[src/rtl/vga_timing_pkg.sv]
// Timing sets and decode helpers shared by the VGA timing generator.
// Holds mode tables, total() and in_range() for the per-axis decode.
package vga_timing_pkg;

   typedef struct packed {
      int h_active;
      int h_fp;
      int h_sync;
      int h_bp;
      int v_active;
      int v_fp;
      int v_sync;
      int v_bp;
   } timing_t;

   localparam timing_t T_640X480 =
      '{640, 16, 96, 48, 480, 10, 2, 33};
   localparam timing_t T_800X600 =
      '{800, 56, 120, 64, 600, 37, 6, 23};
   localparam timing_t T_320X240 =
      '{8, 2, 3, 1, 4, 1, 1, 1};

   function automatic int total(
      input int active,
      input int fp,
      input int sync,
      input int bp
   );
      return active + fp + sync + bp;
   endfunction

   // True when lo <= v < lo+width.
   function automatic logic in_range(
      input int v,
      input int lo,
      input int width
   );
      return (v >= lo) && (v < lo + width);
   endfunction

endpackage

[src/rtl/vga_timing_gen_if.sv]
// Output bundle of the VGA timing generator.
// master: generator drives sync/position/strobes; slave: pixel logic.
interface vga_timing_gen_if #(
   parameter int CW      = 10,
   parameter int FRAME_W = 8
);
   logic               h_sync;
   logic               v_sync;
   logic               video_on;
   logic [CW-1:0]      pixel_x;
   logic [CW-1:0]      pixel_y;
   logic               line_start;
   logic               frame_start;
   logic [FRAME_W-1:0] frame_count;

   modport master (
      output h_sync, v_sync, video_on,
      output pixel_x, pixel_y,
      output line_start, frame_start,
      output frame_count
   );

   modport slave (
      input h_sync, v_sync, video_on,
      input pixel_x, pixel_y,
      input line_start, frame_start,
      input frame_count
   );
endinterface

[src/rtl/vga_timing_gen_axis.sv]
// One axis (h or v) of the timing generator: wrapping position counter
// plus combinational active/sync decode. Ports: clk, reset (sync, low),
// step (advance), count, wrap (at last position), active, sync.
module vga_axis_counter
   import vga_timing_pkg::*;
#(
   parameter int ACTIVE = 640,
   parameter int FP     = 16,
   parameter int SYNC   = 96,
   parameter int BP     = 48,
   parameter bit POL    = 1'b0,
   parameter int CW     = 10
) (
   input  logic          clk,
   input  logic          reset,
   input  logic          step,
   output logic [CW-1:0] count,
   output logic          wrap,
   output logic          active,
   output logic          sync
);

   localparam int TOTAL = total(ACTIVE, FP, SYNC, BP);
   localparam logic [CW-1:0] LAST = CW'(TOTAL - 1);

   if ((TOTAL - 1) > (2**CW - 1) || SYNC == 0 || ACTIVE == 0)
   begin : g_bad_timing
      $error("vga_axis_counter: bad timing for CW");
   end

   always_ff @(posedge clk) begin
      if (!reset) begin
         count <= '0;
      end else if (step) begin
         count <= wrap ? '0 : count + CW'(1);
      end
   end

   assign wrap   = (count == LAST);
   assign active = in_range(int'(count), 0, ACTIVE);
   assign sync   = in_range(int'(count), ACTIVE + FP, SYNC)
                   ? POL : ~POL;

endmodule

[src/rtl/vga_timing_gen.sv]
// Parametrised VGA sync/position generator with pixel enable.
// Ports: clock25, reset (sync, low), pix_en, vga (master bundle).
module vga_timing_gen
   import vga_timing_pkg::*;
#(
   parameter int H_ACTIVE = T_640X480.h_active,
   parameter int H_FP     = T_640X480.h_fp,
   parameter int H_SYNC   = T_640X480.h_sync,
   parameter int H_BP     = T_640X480.h_bp,
   parameter int V_ACTIVE = T_640X480.v_active,
   parameter int V_FP     = T_640X480.v_fp,
   parameter int V_SYNC   = T_640X480.v_sync,
   parameter int V_BP     = T_640X480.v_bp,
   parameter bit HS_POL   = 1'b0,
   parameter bit VS_POL   = 1'b0,
   parameter int CW       = 10,
   parameter int FRAME_W  = 8
) (
   input  logic       clock25,
   input  logic       reset,
   input  logic       pix_en,
   vga_timing_gen_if.master vga
);

   logic [CW-1:0] w_hx;
   logic [CW-1:0] w_vy;
   logic          w_h_wrap;
   logic          w_h_act;
   logic          w_h_sync;
   logic          w_v_wrap;
   logic          w_v_act;
   logic          w_v_sync;
   logic          w_v_step;
   logic          w_origin;

   // Vertical advances only on the last pixel of an enabled line.
   assign w_v_step = pix_en & w_h_wrap;
   assign w_origin = (w_hx == '0) && (w_vy == '0);

   vga_axis_counter #(
      .ACTIVE (H_ACTIVE),
      .FP     (H_FP),
      .SYNC   (H_SYNC),
      .BP     (H_BP),
      .POL    (HS_POL),
      .CW     (CW)
   ) u_h (
      .clk    (clock25),
      .reset  (reset),
      .step   (pix_en),
      .count  (w_hx),
      .wrap   (w_h_wrap),
      .active (w_h_act),
      .sync   (w_h_sync)
   );

   vga_axis_counter #(
      .ACTIVE (V_ACTIVE),
      .FP     (V_FP),
      .SYNC   (V_SYNC),
      .BP     (V_BP),
      .POL    (VS_POL),
      .CW     (CW)
   ) u_v (
      .clk    (clock25),
      .reset  (reset),
      .step   (w_v_step),
      .count  (w_vy),
      .wrap   (w_v_wrap),
      .active (w_v_act),
      .sync   (w_v_sync)
   );

   // Everything is registered from the same (hx, vy) so sync and
   // position never skew; strobes clear on idle cycles.
   always_ff @(posedge clock25) begin
      if (!reset) begin
         vga.h_sync      <= ~HS_POL;
         vga.v_sync      <= ~VS_POL;
         vga.video_on    <= 1'b0;
         vga.pixel_x     <= '0;
         vga.pixel_y     <= '0;
         vga.line_start  <= 1'b0;
         vga.frame_start <= 1'b0;
         vga.frame_count <= '0;
      end else begin
         vga.line_start  <= 1'b0;
         vga.frame_start <= 1'b0;
         if (pix_en) begin
            vga.h_sync      <= w_h_sync;
            vga.v_sync      <= w_v_sync;
            vga.video_on    <= w_h_act & w_v_act;
            vga.pixel_x     <= w_hx;
            vga.pixel_y     <= w_vy;
            vga.line_start  <= (w_hx == '0);
            vga.frame_start <= w_origin;
            if (w_origin) begin
               vga.frame_count <= vga.frame_count + FRAME_W'(1);
            end
         end
      end
   end

   logic w_unused;
   assign w_unused = w_v_wrap;

endmodule

[src/flat_wrapper.sv]
// flat-port wrapper written by rule: the top's interface ports become plain ports
module vga_timing_gen_flat import vga_timing_pkg::*;
#(
   parameter int H_ACTIVE = T_640X480.h_active,
   parameter int H_FP     = T_640X480.h_fp,
   parameter int H_SYNC   = T_640X480.h_sync,
   parameter int H_BP     = T_640X480.h_bp,
   parameter int V_ACTIVE = T_640X480.v_active,
   parameter int V_FP     = T_640X480.v_fp,
   parameter int V_SYNC   = T_640X480.v_sync,
   parameter int V_BP     = T_640X480.v_bp,
   parameter bit HS_POL   = 1'b0,
   parameter bit VS_POL   = 1'b0,
   parameter int CW       = 10,
   parameter int FRAME_W  = 8
)
  (clock25, reset, pix_en, vga_h_sync, vga_v_sync, vga_video_on, vga_pixel_x, vga_pixel_y, vga_line_start, vga_frame_start, vga_frame_count);
  vga_timing_gen_if #(.CW(CW), .FRAME_W(FRAME_W)) vga_i ();
  input  logic clock25;
  input  logic reset;
  input  logic pix_en;
  output wire logic [$bits(vga_i.h_sync)-1:0] vga_h_sync;
  output wire logic [$bits(vga_i.v_sync)-1:0] vga_v_sync;
  output wire logic [$bits(vga_i.video_on)-1:0] vga_video_on;
  output wire logic [$bits(vga_i.pixel_x)-1:0] vga_pixel_x;
  output wire logic [$bits(vga_i.pixel_y)-1:0] vga_pixel_y;
  output wire logic [$bits(vga_i.line_start)-1:0] vga_line_start;
  output wire logic [$bits(vga_i.frame_start)-1:0] vga_frame_start;
  output wire logic [$bits(vga_i.frame_count)-1:0] vga_frame_count;
  assign vga_h_sync = vga_i.h_sync;
  assign vga_v_sync = vga_i.v_sync;
  assign vga_video_on = vga_i.video_on;
  assign vga_pixel_x = vga_i.pixel_x;
  assign vga_pixel_y = vga_i.pixel_y;
  assign vga_line_start = vga_i.line_start;
  assign vga_frame_start = vga_i.frame_start;
  assign vga_frame_count = vga_i.frame_count;
  vga_timing_gen #(.H_ACTIVE(H_ACTIVE), .H_FP(H_FP), .H_SYNC(H_SYNC), .H_BP(H_BP), .V_ACTIVE(V_ACTIVE), .V_FP(V_FP), .V_SYNC(V_SYNC), .V_BP(V_BP), .HS_POL(HS_POL), .VS_POL(VS_POL), .CW(CW), .FRAME_W(FRAME_W)) u_core (.clock25(clock25), .reset(reset), .pix_en(pix_en), .vga(vga_i));
endmodule
[config.mk]
export PLATFORM = sky130hd
export DESIGN_NAME = vga_timing_gen_flat
export DESIGN_NICKNAME = d
export VERILOG_FILES = /design/src/rtl/vga_timing_pkg.sv /design/src/rtl/vga_timing_gen_if.sv /design/src/rtl/vga_timing_gen_axis.sv /design/src/rtl/vga_timing_gen.sv /design/src/flat_wrapper.sv
export SDC_FILE = /design/constraint.sdc
export NUM_CORES = 1
export LEC_CHECK = 0
export BUFFER_PORTS_ARGS = -buffer_cell sky130_fd_sc_hd__buf_2
export CELL_PAD_IN_SITES_DETAIL_PLACEMENT = 1
export CELL_PAD_IN_SITES_GLOBAL_PLACEMENT = 2
export CORE_MARGIN = 2
export CORE_UTILIZATION = 34
export CTS_CLUSTER_SIZE = 12
export DETAILED_ROUTE_END_ITERATION = 10
export GPL_ROUTABILITY_DRIVEN = 0
export HOLD_SLACK_MARGIN = 0.03
export PLACE_DENSITY_LB_ADDON = 0.3
export SLEW_MARGIN = 30
export SYNTH_ARGS = -nofsm -noshare
export SYNTH_HDL_FRONTEND = slang
export SYNTH_SLANG_ARGS = --single-unit
[constraint.sdc]
create_clock -name clock25 -period 2.3 [get_ports clock25]
set_input_delay 0.23 -clock clock25 [delete_from_list [all_inputs] [get_ports clock25]]
set_output_delay 0.23 -clock clock25 [all_outputs]
set_load 0.005 [all_outputs]
# Word-level counts from Yosys, hierarchy flattened
# Cells that the tools add are included.
# totals
register_bits	53
elab_cells	34
# classes
n_addsub	3
n_lt_le_gt_ge	6
eq_ne	2
n_mux	4
n_bitwise	2
n_reduce_logical	7
# ops
operator	count
10-bit by 1-bit adder with 10-bit output (second input constant)	2
10-bit equality test (second input constant)	2
10-bit logical NOT	2
10-bit less-than comparator (second input constant)	2
10-bit by 9-bit less-than comparator with 1-bit output (second input constant)	2
10-bit 2-to-1 mux	2
10-bit greater-or-equal comparator (second input constant)	1
10-bit by 9-bit greater-or-equal comparator with 1-bit output (second input constant)	1
8-bit by 1-bit adder with 8-bit output (second input constant)	1
2-bit AND reduction	2
1-bit logical AND	3
1-bit bitwise AND	2
1-bit 2-to-1 mux	2

# Longest topological paths before layout
# Gate-level depths: netlist of the first run.
# logic_depth
ltp_word	3
depth_mapped	7
ltp_nobuf	6

# Hierarchy
# Synthesis of the first run repeated with hierarchy kept, for this count alone.
# unflattened
hier_cells	255
hier_area_um2	2368.5
# by_module_without_submodules
mod	n_inst	cells_each	area_each_um2	seq_area_each_um2
vga_timing_gen	1	134	1313.8	660.6
vga_axis_counter at u_core.u_h	1	62	530.5	200.2
vga_axis_counter at u_core.u_v	1	59	524.3	200.2

# Worst setup path before layout of the first run
# OpenSTA, ideal clock, no wires.
# synth_timing
path_kind	register -> register
from	register u_core.u_h.count[5]
to	register u_core.u_v.count[6]
setup_ps	115
arrival_ps	1816
required_ps	2185
setup_slack_ps	369
stages_incl_launch_ff	7
n_path_buf	2
cell_sequence	dfxtp_1 buf_6 or3b_4 or3_1 buf_2 o21ai_1 o21ba_2
# synth_via
elab_chain_cells	2
# synth_lines
element	line	rtl
from (decl)	vga_timing_gen_axis.sv:17	output logic [CW-1:0] count,
from (signal assigned)	vga_timing_gen_axis.sv:35	count <= wrap ? '0 : count + CW'(1);
10-bit equality test	vga_timing_gen_axis.sv:39	assign wrap = (count == LAST);
1-bit bitwise AND	vga_timing_gen.sv:37	assign w_v_step = pix_en & w_h_wrap;
to (signal assigned)	vga_timing_gen_axis.sv:35	
to (decl)	vga_timing_gen_axis.sv:17	
# Every way passes these cells.
# A chain may end at the register's enable or synchronous reset.

# Worst setup path after layout of the first run
# layout_timing
from	register u_core.u_h.count[1]
to	register u_core.u_v.count[6]
# Same word-level chain as after synthesis.

==> impl_metrics.csv, run 1 <==
group,metric,value,unit
routing,drc_errors,0,
min_path,hp-class,"input pin to register",
clock_network,postCtsHoldBufs,0,
outcome,status,"complete, no violations",
logic_synthesis,synthArstFlopShare,0,%
routing,drtIter0Drc,42,
global_route,grt_util_met3,3.318,%
floorplanning,die_x,87.33,µm
clock_network,clk_latency,300,ps
global_route,grt_pass1_vias,1919,
timing,clock.fmax,0.4919,GHz
clock_network,clkTransAtPathRegs,90,ps
timing,fin_skew,8.589,ps
clock_network,htreeDepth,2,
setup_path,start_kind,"register",
floorplanning,dieHeight,87.33,µm
floorplanning,dieArea,7627,µm²
floorplanning,num_rows,30,
routing,drtPass1Iterations,4,
placed_design,hpwl,3935,µm
setup_path,cpMaxStageDelayCell,"or3_1",
setup_path,reg2reg_depth,5,
routing,routedWlPerCell,14.75,µm
global_route,top_usage_layer,"met2",
timing,finalSetupTns,0,ps
min_path,min-delay-start,"reset",
logic_synthesis,yosysSeqAreaShare,44.94,%
logic_synthesis,ys_ff_latch,53,
clock_network,postCtsSetupBuffers,0,
logic_synthesis,synth_top_family_by_area,"simple AND/OR/NAND/NOR gates",
global_route,global_route.usage.met1,21.32,%
global_route,gr-total-overflow,0,
routing,routed_via_density,5.218,
global_route,grt_max_degree,40,
setup_path,path_buf_inv,0,
logic_synthesis,yosys.area_share.simple,25.65,%
logic_synthesis,syn_nets,274,
logic_synthesis,syn_area_per_cell,8.876,µm²
setup_path,worstPathCellList,"ha_1, nand3_1, or3_1, o31a_1, o21ba_2",
logic_synthesis,synth.most_common_cell,"dfxtp_1",
timing,max_slew_margin,70.64,%
setup_path,reg2reg_slack,270,ps
logic_synthesis,yosys.cell_types.count,37,
logic_synthesis,muxShareOfSynthArea,8.479,%
pwr,powerDensity,587.8,nW/µm²
finish,syn_to_final_growth,13.94,%
logic_synthesis,synthAdderAreaFrac,2.650,%
timing,hold_viol,0,
logic_synthesis,yosys_warnings,0,
clock_network,clock_sink_count,53,
run,cap_viol_max_count,0,
logic_synthesis,syn_area,2361,µm²
routing,wl,5547,µm
setup_path,cpPeakStageDelay,530,ps
timing,tightest_slew,439.2,ps
timing,setup_violations,0,
finish,nets,303,
timing,fin_crit_sh,88.39,%
clock_network,cts_resized,0,
clock_network,cts_tree,"built",
setup_path,critical_path.top_delay_family,"simple AND/OR/NAND/NOR gates",
routing,num_vias,1962,
logic_synthesis,synth_compound_area_share,8.532,%
timing,min_period,2033,ps
setup_path,r2r-end,"u_core.u_v.count[6]",
clock_network,clockBufferDepth,2,
floorplanning,io_pins,36,
clock_network,cts_buffers,5,
timing,rsz0062_at_grt,"false",
logic_synthesis,synth_top_cell_area_share,44.94,%
timing,slew_viol_final,0,
setup_path,cp.arrival,2240,ps
logic_synthesis,ys_top_cells_by_area,"dfxtp_1 45%, mux2i_1 8.5%, nor2_1 5.9%",
floorplanning,core,6756,µm²
global_route,grt_pass1_wl,9287,µm
setup_path,critPathKind,"register to register",
pwr,vdd_drop_max,0.0002391,V
setup_path,r2r-start,"u_core.u_h.count[1]",
global_route,antenna_found_initial,0,
finish,antenna_cells,0,
finish,layout-drive-gt1-share,18.58,%
logic_synthesis,ys_top_cells_by_count,"53 x dfxtp_1, 37 x nor2_1, 20 x mux2i_1",
global_route,track_usage,15.27,%
floorplanning,initial_core_util,34.94,%
min_path,holdPathEnd,"u_core.vga.v_sync",
logic_synthesis,synth_ff_type,"dfxtp_1",
setup_path,worstPathRequired,2500,ps
routing,antenna_left,0,
setup_path,path_max_fanout,6,
min_path,worstHoldPathCells,2,
logic_synthesis,yosysTopAreaCell,"dfxtp_1",
pwr,power.leakage,1.080,nW
placed_design,io_buffers,35,
logic_synthesis,syn_inst,266,
setup_path,cp-end-kind,"register",
logic_synthesis,synth_edf_count,0,
timing,holdWs,149.9,ps
global_route,use_met2,23.97,%
clock_network,cts_root_buf,"clkbuf_8",
logic_synthesis,synth-xor-area-share,4.452,%
-- through the flow --
stage	std cells	util (%)	setup WS [ps]	total power [W]	area (µm²)
global placement	368	38.39	348.5	0.001051	2594
floorplan	266	-	368.6	0.001019	2361
global route	376	39.81	92.40	0.001662	2690
CTS	376	39.81	240.8	0.001621	2690
detailed placement	368	38.39	273.5	0.001052	2594
finish	376	39.81	267.1	0.001581	2690
-- final cells by class --
| type | instances | area [µm²] |
|---|---|---|
| clock buffers | 6 | 82.58 |
| clock inverters | 2 | 13.76 |
| fillers | 823 | 4066 |
| inverters | 8 | 30.03 |
| multi-input cells | 185 | 1175 |
| flip-flops and latches | 53 | 1061 |
| well taps | 80 | 100.1 |
| repair buffers | 42 | 227.7 |
-- how the worst max path moves through the flow --
stage,startpoint,endpoint,slack (ps),depth (start not counted)
final,u_core.u_h.count[1],u_core.u_v.count[6],270,5
after global routing,u_core.u_h.count[1],u_core.u_v.count[8],90,6
after CTS,u_core.u_h.count[1],u_core.u_v.count[6],240,5
after detailed placement,u_core.u_h.count[1],u_core.u_v.count[6],270,5
after global placement,u_core.u_h.count[5],u_core.u_v.count[9],350,4
after floorplan,u_core.u_h.count[5],u_core.u_v.count[6],370,6
-- kinds of logic (layout without fill, tap and decap cells) --
kind of cell,Yosys count,after routing
compound gates,34,34
xor+xnor,12,12
fa+ha+maj,5,5
buf+inv,28,58
flops,53,53
mux,20,20
simple gates,114,114
-- state kept, by name, indices dropped and copies added (netlist names) --
| register | count |
|---|---|
| u_core.vga.frame_start | 1 |
| u_core.vga.pixel_x | 10 |
| u_core.vga.h_sync | 1 |
| u_core.vga.frame_count | 8 |
| u_core.vga.video_on | 1 |
| u_core.vga.v_sync | 1 |
| u_core.u_v.count | 10 |
| u_core.vga.line_start | 1 |
| u_core.u_h.count | 10 |
| u_core.vga.pixel_y | 10 |
-- where the power goes --
part           total [W]  switching, W  leakage, nW  internal (W)
registers       0.000940     0.0000113        0.428      0.000928
logic          0.0000883     0.0000528        0.601     0.0000355
clock network   0.000553      0.000308       0.0512      0.000245
-- per-layer routing --
metal / vias to the layer above / wire length, µm
met5: - / 0
met4: 0 / 52
met3: 6 / 172
met2: 29 / 2488
met1: 928 / 2834
li1: 999 / -
-- placed cells by master, fill, tap and decap left out, types with 8 or more instances in the layout --
master and instances:
nand3_1 15, mux2i_1 20, or4_1 8, nand2_1 11, inv_1 8, nor2_1 37
a21oi_1 15, nand4_1 11, buf_2 35, dfxtp_1 53
-- worst reg2reg max path: stages (launching register included) --
cell and delay (ps):
dfxtp_1 410, ha_1 260, nand3_1 200, or3_1 530
o31a_1 330, o21ba_2 200
(Power assumes the default switching activity.)
==> inputs of run 2 (changes only) <==
--- a/config.mk
+++ b/config.mk
@@ -14,7 +14,7 @@
 export DETAILED_ROUTE_END_ITERATION = 10
 export GPL_ROUTABILITY_DRIVEN = 0
 export HOLD_SLACK_MARGIN = 0.03
-export PLACE_DENSITY_LB_ADDON = 0.3
+export PLACE_DENSITY = 0.82
 export SLEW_MARGIN = 30
 export SYNTH_ARGS = -nofsm -noshare
 export SYNTH_HDL_FRONTEND = slang
==> run 2 against run 1 <==
Effect of this change: count of clock-buffer cells in the layout did not move; clock skew is 1.8 ps lower; setup slack improved by 15 ps; final area fell by 0.51%; sequential share of layout area grew 0.20 points; wire length shrank 0.79%; first-iteration DRC count rose by 9.5%; register-to-register slack about the same; worst hold slack better by 2.4 ps; critical endpoint unchanged; highest routed layer unchanged.
==> impl_metrics.csv, run 2 (synthesis gave the netlist of run 1 again) <==
group,metric,value,unit
outcome,status,"complete, no violations",
clock_network,postCtsSetupBuffers,0,
pwr,powerDensity,572.8,nW/µm²
clock_network,htreeDepth,2,
clock_network,cts_resized,0,
setup_path,r2r-start,"u_core.u_h.count[1]",
setup_path,reg2reg_depth,5,
min_path,holdPathEnd,"u_core.vga.v_sync",
timing,rsz0062_at_grt,"false",
routing,routed_via_density,5.271,
min_path,min-delay-start,"reset",
floorplanning,io_pins,36,
run,cap_viol_max_count,0,
finish,antenna_cells,0,
floorplanning,core,6756,µm²
clock_network,clkTransAtPathRegs,90,ps
clock_network,cts_buffers,5,
clock_network,clockBufferDepth,2,
floorplanning,die_x,87.33,µm
setup_path,start_kind,"register",
floorplanning,dieArea,7627,µm²
timing,fin_skew,6.835,ps
clock_network,cts_root_buf,"clkbuf_8",
floorplanning,initial_core_util,34.94,%
clock_network,clock_sink_count,53,
timing,clock.fmax,0.4955,GHz
clock_network,postCtsHoldBufs,0,
finish,mostFrequentLayoutCells,"53 x dfxtp_1, 37 x nor2_1, 35 x buf_2, 20 x mux2i_1",
finish,syn_to_final_growth,13.35,%
floorplanning,dieHeight,87.33,µm
global_route,grt_max_degree,40,
setup_path,cp.arrival,2220,ps
min_path,worstHoldPathCells,2,
timing,min_period,2018,ps
timing,slew_viol_final,0,
finish,nFillCells,820,
floorplanning,num_rows,30,
pwr,power.leakage,1.074,nW
global_route,grt_pass1_vias,1952,
routing,antenna_left,0,
routing,drc_errors,0,
routing,num_vias,1982,
global_route,gr-total-overflow,0,
timing,finalSetupTns,0,ps
setup_path,r2r-end,"u_core.u_v.count[6]",
clock_network,clk_latency,300,ps
setup_path,path_max_fanout,6,
routing,drtIter0Drc,46,
timing,max_slew_margin,71.30,%
global_route,grt_pass1_wl,9487,µm
timing,tightest_slew,429.3,ps
finish,final_common_cell,"dfxtp_1",
routing,drtPass1Iterations,4,
setup_path,worstPathRequired,2500,ps
global_route,antenna_found_initial,0,
timing,fin_crit_sh,87.74,%
finish,nets,303,
timing,setup_violations,0,
timing,hold_viol,0,
setup_path,reg2reg_slack,280,ps
routing,wl,5503,µm
finish,layout-drive-gt1-share,18.24,%
finish,design_area,2676,µm²
routing,routedWlPerCell,14.64,µm
placed_design,place_area,2594,µm²
setup_path,cp-end-kind,"register",
setup_path,critPathKind,"register to register",
placed_design,hpwl,3991,µm
clock_network,cts_tree,"built",
global_route,track_usage,15.59,%
min_path,hp-class,"input pin to register",
pwr,vdd_drop_max,0.0002128,V
placed_design,io_buffers,35,
[run 2: cell counts in the layout (fill, tap and decap cells not counted)]
No cell type changed its count.
[run 2: layout make-up]
class,instances,area (µm²),area share [%]
Sequential cell,53,1061,39.64
Timing Repair Buffer,42,227.7,8.509
Multi-Input combinational cell,185,1175,43.90
Clock buffer,6,72.57,2.712
Inverter,8,30.03,1.122
Clock inverter,2,10.01,0.3740
Tap cell,80,100.1,3.740
[run 2: worst max path at each step]
stage / start / endpoint / slack (ps) / cells after the start
2_1_floorplan: u_core.u_h.count[5] / u_core.u_v.count[6] / 370 / 6
3_3_place_gp: u_core.u_h.count[5] / u_core.u_v.count[9] / 360 / 4
3_5_place_dp: u_core.u_h.count[1] / u_core.u_v.count[6] / 300 / 5
4_1_cts: u_core.u_h.count[1] / u_core.u_v.count[6] / 270 / 5
5_1_grt: u_core.u_v.count[7] / u_core.vga.frame_count[0] / 60 / 5
6_report: u_core.u_h.count[1] / u_core.u_v.count[6] / 280 / 5
[run 2: routing by layer]
layer | vias up | global-route usage (%) | part of all wire, %
met2 | 33 | 24.10 | 45
met1 | 945 | 21.86 | 50
li1 | 999 | - | -
met4 | 0 | 4.056 | 0.96
met3 | 5 | 3.602 | 3.7
met5 | - | 0 | 0
[run 2: through the flow]
step           total power (W)  setup slack (ps)  hold slack, ps  cells  util [%]
2_1_floorplan         0.001019             368.6           301.8    266         -
3_3_place_gp          0.001050             358.3           458.4    368     38.39
3_5_place_dp          0.001053             297.8           458.8    368     38.39
4_1_cts               0.001569             272.3           142.7    376     39.61
5_1_grt               0.001610             61.73           144.0    376     39.61
6_report              0.001533             281.9           152.3    376     39.61
[run 2: worst max-delay path, cell delays in order (launching register included)]
cell and delay (ps):
dfxtp_1 420, ha_1 270, nand3_1 190, or3_1 510, o31a_1 330, o21ba_2 200
[run 2: where the power goes]
part           internal, W  total (W)  switching, W
clock             0.000212   0.000505      0.000293
sequential        0.000928   0.000939     0.0000108
combinational    0.0000355  0.0000892     0.0000536
total              0.00118    0.00153      0.000357
